==> config.mk <==
export PLATFORM = sky130hd
export DESIGN_NAME = mod_exp_engine_flat
export DESIGN_NICKNAME = d
export VERILOG_FILES = /design/src/rtl/mod_exp_engine_if.sv /design/src/rtl/mod_exp_engine.sv /design/src/flat_wrapper.sv
export SDC_FILE = /design/constraint.sdc
export NUM_CORES = 1
export LEC_CHECK = 0
export ABC_AREA = 1
export CELL_PAD_IN_SITES_DETAIL_PLACEMENT = 2
export CELL_PAD_IN_SITES_GLOBAL_PLACEMENT = 2
export CORE_UTILIZATION = 36
export DETAILED_ROUTE_END_ITERATION = 16
export GPL_TIMING_DRIVEN = 0
export PLACE_DENSITY_LB_ADDON = 0.1
export SLEW_MARGIN = 10
export SYNTH_ARGS = -nofsm -noshare
export SYNTH_HDL_FRONTEND = slang
export SYNTH_SLANG_ARGS = --single-unit
==> constraint.sdc <==
create_clock -name clk -period 9.6 [get_ports clk]
set_input_delay 1.92 -clock clk [delete_from_list [all_inputs] [get_ports clk]]
set_output_delay 1.92 -clock clk [all_outputs]
set_load 0.03 [all_outputs]
==> src/rtl/mod_exp_engine_if.sv <==
// Handshake/data bundle between e_finder (plus modulus/base source) and
// mod_exp_engine. The producer drives the operands and the e_done level; the
// engine drives the result, status flags and a state view for debug.
//
// Handshake: e_done is a level held high while e/n/a are valid. The engine
// starts a run on each 0->1 edge of e_done seen while it is idle or done.
// result/err are meaningful while result_valid is high. result_valid stays
// high until the next accepted edge or reset.
interface mod_exp_engine_if #(
    parameter int NW = 32,
    parameter int EW = 65
) ();
    logic [EW-1:0] e;
    logic          e_done;
    logic [NW-1:0] n;
    logic [NW-1:0] a;
    logic [NW-1:0] result;
    logic          result_valid;
    logic          busy;
    logic          err;
    logic [2:0]    state;

    modport master (
        output e, e_done, n, a,
        input  result, result_valid, busy, err, state
    );

    modport slave (
        input  e, e_done, n, a,
        output result, result_valid, busy, err, state
    );
endinterface

==> src/rtl/mod_exp_engine.sv <==
// mod_exp_engine: computes a^e mod n by right-to-left square-and-multiply,
// using two bit-serial interleaved modular multipliers (no hardware
// multiplier). A run starts on a rising edge of e_done.
//
// Build option: define MODEXP_EARLY_EXIT_EN to stop the exponent loop once
// the remaining exponent bits are all zero. Without it every run walks all
// EW exponent bits (constant time). Results are identical either way.
module mod_exp_engine #(
    parameter int NW = 32,
    parameter int EW = 65
) (
    input logic             clk,
    input logic             rst,
    mod_exp_engine_if.slave bus
);

    localparam int CW = (NW > 1) ? $clog2(NW) : 1;
    localparam logic [CW-1:0] BIT_LAST = CW'(NW - 1);

    typedef enum logic [2:0] {
        IDLE   = 3'd0,
        REDUCE = 3'd1,
        MUL    = 3'd2,
        UPD    = 3'd3,
        DONE   = 3'd4
    } state_t;

    state_t state, state_next;

    logic          e_done_q;
    logic [EW-1:0] e_sh;
    logic [NW-1:0] n_reg;
    logic [NW-1:0] a_reg;
    logic [NW-1:0] base;
    logic [NW-1:0] acc;
    logic [NW-1:0] r1;
    logic [NW-1:0] r2;
    logic [CW-1:0] bit_cnt;
    logic [NW-1:0] result_q;
    logic          result_valid_q;
    logic          busy_q;
    logic          err_q;

`ifndef MODEXP_EARLY_EXIT_EN
    localparam int IW = $clog2(EW);
    logic [IW-1:0] iter_cnt;
`endif

    logic          trigger;
    logic          small_n;
    logic          mm_last;
    logic          loop_end;
    logic [NW-1:0] x1;
    logic [NW-1:0] y1;
    logic [NW-1:0] mm1_next;
    logic [NW-1:0] mm2_next;

    // One interleaved step: r = 2r mod m, then add x mod m if ybit.
    // Operands are below m, so NW+1 bits hold every intermediate.
    function automatic logic [NW-1:0] modmul_step(
        input logic [NW-1:0] r,
        input logic [NW-1:0] x,
        input logic          ybit,
        input logic [NW-1:0] m
    );
        logic [NW:0] t;
        t = {r, 1'b0};
        if (t >= {1'b0, m}) t = t - {1'b0, m};
        if (ybit) begin
            t = t + {1'b0, x};
            if (t >= {1'b0, m}) t = t - {1'b0, m};
        end
        return t[NW-1:0];
    endfunction

    assign bus.result       = result_q;
    assign bus.result_valid = result_valid_q;
    assign bus.busy         = busy_q;
    assign bus.err          = err_q;
    assign bus.state        = state;

    // Trigger detection, loop control and multiplier operand selection.
    always_comb begin
        trigger = bus.e_done & ~e_done_q;
        small_n = (bus.n <= NW'(1));
        mm_last = (bit_cnt == '0);
`ifdef MODEXP_EARLY_EXIT_EN
        loop_end = ((e_sh >> 1) == '0);
`else
        loop_end = (iter_cnt == IW'(EW - 1));
`endif
        // REDUCE uses unit 1 as 1*a so that a >= n is folded below n.
        if (state == REDUCE) begin
            x1 = NW'(1);
            y1 = a_reg;
        end else begin
            x1 = base;
            y1 = acc;
        end
        mm1_next = modmul_step(r1, x1, y1[bit_cnt], n_reg);
        mm2_next = modmul_step(r2, base, base[bit_cnt], n_reg);
    end

    // Next-state logic.
    always_comb begin
        state_next = state;
        case (state)
            IDLE, DONE: begin
                if (trigger) begin
                    state_next = small_n ? DONE : REDUCE;
                end else begin
                    state_next = IDLE;
                end
            end
            REDUCE: begin
                if (mm_last) begin
`ifdef MODEXP_EARLY_EXIT_EN
                    state_next = (e_sh == '0) ? DONE : MUL;
`else
                    state_next = MUL;
`endif
                end
            end
            MUL: begin
                if (mm_last) state_next = UPD;
            end
            UPD: begin
                state_next = loop_end ? DONE : MUL;
            end
            default: state_next = IDLE;
        endcase
    end

    // State register.
    always_ff @(posedge clk) begin
        if (rst) state <= IDLE;
        else     state <= state_next;
    end

    // Datapath: operand latch, multiplier accumulators, loop update, outputs.
    always_ff @(posedge clk) begin
        if (rst) begin
            e_done_q       <= 1'b0;
            e_sh           <= '0;
            n_reg          <= '0;
            a_reg          <= '0;
            base           <= '0;
            acc            <= '0;
            r1             <= '0;
            r2             <= '0;
            bit_cnt        <= BIT_LAST;
            result_q       <= '0;
            result_valid_q <= 1'b0;
            busy_q         <= 1'b0;
            err_q          <= 1'b0;
`ifndef MODEXP_EARLY_EXIT_EN
            iter_cnt       <= '0;
`endif
        end else begin
            e_done_q <= bus.e_done;
            case (state)
                IDLE, DONE: begin
                    if (state == DONE) begin
                        result_q       <= acc;
                        result_valid_q <= 1'b1;
                        busy_q         <= 1'b0;
                        err_q          <= (n_reg == '0);
                    end
                    if (trigger) begin
                        e_sh           <= bus.e;
                        n_reg          <= bus.n;
                        a_reg          <= bus.a;
                        // acc = 0 is the answer for the n <= 1 shortcut.
                        acc            <= '0;
                        r1             <= '0;
                        r2             <= '0;
                        bit_cnt        <= BIT_LAST;
                        result_valid_q <= 1'b0;
                        err_q          <= 1'b0;
                        busy_q         <= 1'b1;
`ifndef MODEXP_EARLY_EXIT_EN
                        iter_cnt       <= '0;
`endif
                    end
                end
                REDUCE: begin
                    r1      <= mm1_next;
                    bit_cnt <= bit_cnt - 1'b1;
                    if (mm_last) begin
                        base    <= mm1_next;
                        acc     <= NW'(1);
                        r1      <= '0;
                        r2      <= '0;
                        bit_cnt <= BIT_LAST;
                    end
                end
                MUL: begin
                    r1      <= mm1_next;
                    r2      <= mm2_next;
                    bit_cnt <= mm_last ? BIT_LAST : bit_cnt - 1'b1;
                end
                UPD: begin
                    if (e_sh[0]) acc <= r1;
                    base    <= r2;
                    e_sh    <= e_sh >> 1;
                    r1      <= '0;
                    r2      <= '0;
                    bit_cnt <= BIT_LAST;
`ifndef MODEXP_EARLY_EXIT_EN
                    iter_cnt <= iter_cnt + 1'b1;
`endif
                end
                default: ;
            endcase
        end
    end

endmodule
==> src/flat_wrapper.sv <==
// flat-port wrapper written by rule: the top's interface ports become plain ports
module mod_exp_engine_flat 
#(
    parameter int NW = 32,
    parameter int EW = 65
)
  (clk, rst, bus_e, bus_e_done, bus_n, bus_a, bus_result, bus_result_valid, bus_busy, bus_err, bus_state);
  mod_exp_engine_if #(.NW(NW), .EW(EW)) bus_i ();
  input logic clk;
  input logic rst;
  input wire logic [$bits(bus_i.e)-1:0] bus_e;
  input wire logic [$bits(bus_i.e_done)-1:0] bus_e_done;
  input wire logic [$bits(bus_i.n)-1:0] bus_n;
  input wire logic [$bits(bus_i.a)-1:0] bus_a;
  output wire logic [$bits(bus_i.result)-1:0] bus_result;
  output wire logic [$bits(bus_i.result_valid)-1:0] bus_result_valid;
  output wire logic [$bits(bus_i.busy)-1:0] bus_busy;
  output wire logic [$bits(bus_i.err)-1:0] bus_err;
  output wire logic [$bits(bus_i.state)-1:0] bus_state;
  assign bus_i.e = bus_e;
  assign bus_i.e_done = bus_e_done;
  assign bus_i.n = bus_n;
  assign bus_i.a = bus_a;
  assign bus_result = bus_i.result;
  assign bus_result_valid = bus_i.result_valid;
  assign bus_busy = bus_i.busy;
  assign bus_err = bus_i.err;
  assign bus_state = bus_i.state;
  mod_exp_engine #(.NW(NW), .EW(EW)) u_core (.clk(clk), .rst(rst), .bus(bus_i));
endmodule
# --- Word level (Yosys, flattened, before mapping) ---
# Index checks and enable logic that the tools add are counted.
# W data, S select, Z words.
word_totals:
  inputBits: 132
  register_bits: 308
  word_cells: 102
op_classes:
  n_bitwise: 2
  order_cmp: 6
  add_sub_neg: 8
  muxes: 41
  n_reduce_logical: 21
  n_eq_ne: 9
ops:
  columns: ["op", "count"]
  rows:
  - ["$mux W32", 12]
  - ["$pmux W32 S4", 2]
  - ["$ge A33 B32 Y1", 4]
  - ["$pmux W65 S2", 1]
  - ["$pmux W32 S3", 1]
  - ["$add A33 B32 Y33", 2]
  - ["$mux W33", 2]
  - ["$sub A33 B32 Y33", 2]
  - ["$mux W65", 1]
  - ["$pmux W32 S2", 1]
  - ["$sub A32 B32 Y32", 2]
  - ["$le A32 B1 Y1 const B", 1]
  - ["$logic_not A32 Y1", 1]
  - ["$reduce_and A2 Y1", 8]
  - ["$mux W3", 5]
  - ["$pmux W5 S3", 1]
  - ["$pmux W7 S2", 1]
  - ["$pmux W3 S4", 1]
  - ["$bmux W1 S5", 2]
  - ["$mux W5", 2]
  - ["$mux W1", 8]
  - ["$ne A2 B1 Y1 const B", 4]
  - ["$add A7 B1 Y7 const B", 1]
  - ["$eq A7 B7 Y1 const B", 1]
  - ["16 further kinds", 21]

# --- Longest topological paths before layout ---
depth:
  depth_word: 8
  mapped_depth: 44
  mapped_depth_nobuf: 43

# --- Least setup slack after synthesis ---
# No wires, ideal clock.
synth_path:
  kind: "flip-flop to flip-flop"
  startpoint: "register u_core.n_reg[1]"
  endpoint: "register u_core.r1[2]"
  n_path_buf: 2
  path_slack_ps: 4369
  arrival_ps: 5101
  synth_period_minus_slack_ps: 5231
  setup_time_ps: 131
  required_ps: 9469
  path_stages_with_launch: 36
  path_cell_list: "dfxtp_1 -> inv_1 -> ha_1 -> nand2_1 -> nor2_1 -> nand3_1 -> nand3_2 -> nand2_2 -> nand3_2 -> nand2_2 -> nand2_4 -> buf_6 -> inv_1 -> or2_1 -> o21ai_1 -> inv_1 -> ha_1 -> or2_1 -> and2_1 -> a21oi_1 -> o21ai_0 -> a21oi_1 -> xnor2_1 -> ha_1 -> nand2_1 -> nor2_1 -> inv_1 -> nor4_1 -> a21oi_1 -> nand2_2 -> nor2_8 -> buf_12 -> nand3_2 -> nand3_2 -> nand3_2 -> a21oi_2"
synth_between:
  elab_chain_len: 8
  elab_cells_between_ends: 10
  cone_classes: "add/sub: 3; order compare: 2; mux: 5"
synth_lines:
  columns: ["element", "line_no", "text"]
  rows:
  - ["start: declaration", "mod_exp_engine.sv:32", "logic [NW-1:0] n_reg;"]
  - ["start signal: assignment", "mod_exp_engine.sv:171", "n_reg <= bus.n;"]
  - ["$sub A33 B32 Y33 or $ge A33 B32 Y1 (tied branches)", "mod_exp_engine.sv:68", "if (t >= {1'b0, m}) t = t - {1'b0, m};"]
  - ["$mux W33", "mod_exp_engine.sv:68", null]
  - ["$add A33 B32 Y33", "mod_exp_engine.sv:70", "t = t + {1'b0, x};"]
  - ["$sub A32 B32 Y32 or $ge A33 B32 Y1 (tied branches)", "mod_exp_engine.sv:71", "if (t >= {1'b0, m}) t = t - {1'b0, m};"]
  - ["$mux W32", "mod_exp_engine.sv:71", null]
  - ["$mux W32 (*)", "mod_exp_engine.sv:69", "if (ybit) begin"]
  - ["$mux W32", "mod_exp_engine.sv:189", "if (mm_last) begin"]
  - ["$pmux W32 S4 (*)", "mod_exp_engine.sv:161", "case (state)"]
  - ["end signal: assignment", "mod_exp_engine.sv:187", "r1 <= mm1_next;"]
  - ["end signal: assignment", "mod_exp_engine.sv:198", "r1 <= mm1_next;"]
  - ["end: declaration", "mod_exp_engine.sv:36", "logic [NW-1:0] r1;"]
# Mark *: on every way between the ends. The rest lies on a longest branch, timed or not.
# A chain may end at the register's enable or synchronous reset.

# --- Final worst setup path ---
layout_path:
  startpoint: "register u_core.n_reg[26]"
  endpoint: "register u_core.base[29]"
layout_between:
  elab_chain_len: 8
  elab_cells_between_ends: 10
  cone_classes: "add/sub: 3; order compare: 2; mux: 5"
layout_lines:
  columns: ["element", "line_no", "text"]
  rows:
  - ["$sub A33 B32 Y33 or $ge A33 B32 Y1 (tied branches)", "mod_exp_engine.sv:68", null]
  - ["$mux W33", "mod_exp_engine.sv:68", null]
  - ["$add A33 B32 Y33", "mod_exp_engine.sv:70", null]
  - ["$sub A32 B32 Y32 or $ge A33 B32 Y1 (tied branches)", "mod_exp_engine.sv:71", null]
  - ["$mux W32", "mod_exp_engine.sv:71", null]
  - ["$mux W32 (*)", "mod_exp_engine.sv:69", null]
  - ["$mux W32 (*)", "mod_exp_engine.sv:189", null]
  - ["$pmux W32 S2 (*)", "mod_exp_engine.sv:161", null]
  - ["end signal: assignment", "mod_exp_engine.sv:190", "base <= mm1_next;"]
  - ["end signal: assignment", "mod_exp_engine.sv:204", "base <= r2;"]
  - ["end: declaration", "mod_exp_engine.sv:34", "logic [NW-1:0] base;"]
# Mark *: on every way between the ends. The rest lies on a longest branch, timed or not. The select of a mux whose other input is x is not followed.

==> impl_results.md <==
* Status: finished, final reports clean
* Pin count of the biggest net entering global routing at 14
* Vias per cell at 5.73
* Routed WL at 144000 um
* Slowest-stage cell, CP: inv_1
* Mapped Area at 0.0274 mm2
* WL per Instance at 25.6 um
* Most common cell in the netlist: nand2_1
* Cell count after synthesis at 4423
* Mux share of post-synthesis cell area at 0%
* Final Hold Viols at 0
* CTS root buffer: clkbuf_16
* Post-synthesis compound-gate area fraction at 18.8%
* Crit path arrival time at 9.09 ns
* GR peak layer: met2
* Final setup fails at 0
* Gpl congestion at 1.09
* Clock tree buffer depth at 3
* Startpoint types: flop
* Starting Density at 36.6%
* Most frequent cells after synthesis: 1215 x nand2_1, 477 x inv_1, 406 x nor2_1
* H-tree depth at 2
* CTS tree: done
* Die area at 0.0771 mm2
* Post-synth top area cell: dfxtp_1
* Met1 Use GR at 46.7%
* Proportion of netlist area held by the largest area contributor at 22.5%
* Drt drc at 0
* Post-cts resize count at 0
* Die W at 278 um
* Hold slack at 0.472 ns
* Number of buffers created by CTS at 34
* Final ANT Viol Nets at 0
* Synth area leaders: dfxtp_1 23%, nand2_1 17%, ha_1 8.9%, a21oi_1 7.0%, inv_1 6.5%
* WP data required at 10.06 ns
* Area of the core at 0.0748 mm2
* Asr flop ratio synth at 0%
* Slew HR at 23.1%
* GR Util met2 at 60.7%
* Largest family of logic cells by synthesized area: simple AND/OR/NAND/NOR gates
* CTS Hold Bufs at 0
* Share of layout cells above drive strength 1 at 5.42%
* Area grow syn2layout at 14.4%
* R2r setup slk at 0.97 ns
* # fillers at 9454
* Grt ovf at 0
* Yosys cell types at 64
* Crit path top cell by count: nand2_1
* Achievable frequency at 116 MHz
* Setup Fix Bufs, Post-CTS at 0
* Initial DRC count at 2220
* Cells on worst reg2reg path at 34
* Simple-gate portion of the synthesized area at 35.0%
* Max reg flops at 65
* Worst Max-Slew Pin Slew at 1.15 ns
* GRT Total Usage at 36.3%
* Reg clk slew, reported paths at 0.06 ns
* Mapped Nets at 4756
* Setup_tns at 0 ns
* I/O pin cnt at 170
* Synthesized-area fraction occupied by adder cells at 9.36%
* Crit end category: flop
* Final Cycle Share at 89.9%
* Clk_lat worst skew at 0.55 ns
* Crit path max fanout at 10
* #FFs+latches synth at 308
* Avg Cell Area, Syn at 6.19 um2
* Drt pass-1 iters at 5
* Chip height at 278 um
* Via count at 32200
* Hpwl dp at 119000 um
* Max-slew violation count at 0
* Min Tclk post-route at 8.63 ns
* Routing usage on met3 at 4.82%
* First-pass GRT wire length at 210000 um
* Port Buffer Count at 168
* Initial antenna violation count at 4
* Clk_skew at 0.0270 ns
* Top_reg_cell synth: dfxtp_1
* Max-cap violations at 0
* Clock sink count at 308
* FP Rows at 100
* Hold Path Class: flop to flop
* Reg with most FFs: u_core.e_sh
* Sequential element share of the synthesized area at 22.5%
* Area of the multi-input gates at 0.0185 mm2
* Critical path type: flop to flop
* Post-layout net count at 4960
* Vias in the first global route at 33400
* Hold Path Depth at 2
* Register Area at 0.00617 mm2
* Ys Warns at 0
* CP max stage delay at 0.75 ns
* Number of flops mapped to enable cells by yosys at 0
* RSZ-0062 raised after global routing: no
* Post-Synth XOR/XNOR Area at 4.39%
-- final cells by class --
cell class	count	area share, %
inverters	496	5.95
flip-flops and latches	308	19.7
well taps	969	3.87
clock buffers	49	3.13
repair buffers	168	5.37
plain buffers	170	2.70
multi-input cells	3449	59.0
diodes	6	0.0480
clock inverters	7	0.208
-- cells by family (layout without fill, tap and decap cells) --
kind of cell | after synthesis | count (layout)
other | 0 | 6
DFF | 308 | 308
AOI/OAI and AO/OA | 915 | 915
and+or+nand+nor | 2196 | 2196
xor gates and xnor gates | 137 | 137
adders and majority gates | 201 | 201
buffers and inverters | 666 | 890
-- per-stage QoR --
| step | instance area (um2) | setup WS [ns] | cells | utilization (%) |
|---|---|---|---|---|
| after global routing | 31300 | 0.580 | 5620 | 41.8 |
| after floorplan | 27400 | 4.37 | 4423 | - |
| after detailed placement | 30300 | 1.24 | 5560 | 40.4 |
| after global placement | 30300 | 1.30 | 5560 | 40.4 |
| after CTS | 31300 | 1.17 | 5616 | 41.8 |
| final | 31300 | 0.969 | 5622 | 41.8 |
-- worst max-delay path, delay by kind of cell (launching register included) --
kind	cells	cell delay, ns
fa+ha+maj	3	1.03
xor+xnor	1	0.14
flops	1	0.29
simple gates	17	3.68
buf+inv	7	1.51
compound gates	6	1.84
-- cell usage in the layout, fill, tap and decap left out, types with 63 or more instances in the layout --
master,count
dfxtp_1,308
a21oi_1,384
nand3_1,312
nand2_1,1215
xor2_1,87
ha_1,195
clkbuf_1,113
o21ai_0,269
clkdlybuf4s50_1,168
a31oi_1,81
nand4_1,63
nor2_1,406
nand3_2,68
inv_1,477
-- layer usage --
metal / wire length (um) / up-vias
met5: 0 / -
li1: - / 15000
met4: 6690 / 0
met2: 66700 / 875
met1: 62200 / 16000
met3: 8480 / 229
-- final timing paths --
path,start,endpoint
setup / recovery,u_core.n_reg[26]$_SDFFE_PP0P_,u_core.base[29]$_SDFFE_PP0P_
hold / removal,u_core.e_sh[64]$_SDFFE_PP0P_,u_core.e_sh[64]$_SDFFE_PP0P_
setup reg to reg,u_core.n_reg[26]$_SDFFE_PP0P_,u_core.base[29]$_SDFFE_PP0P_
hold reg to reg,u_core.e_sh[64]$_SDFFE_PP0P_,u_core.e_sh[64]$_SDFFE_PP0P_
Power is not shown: default switching activity piles up to over one toggle a cycle in this logic, so the estimate is an artifact.
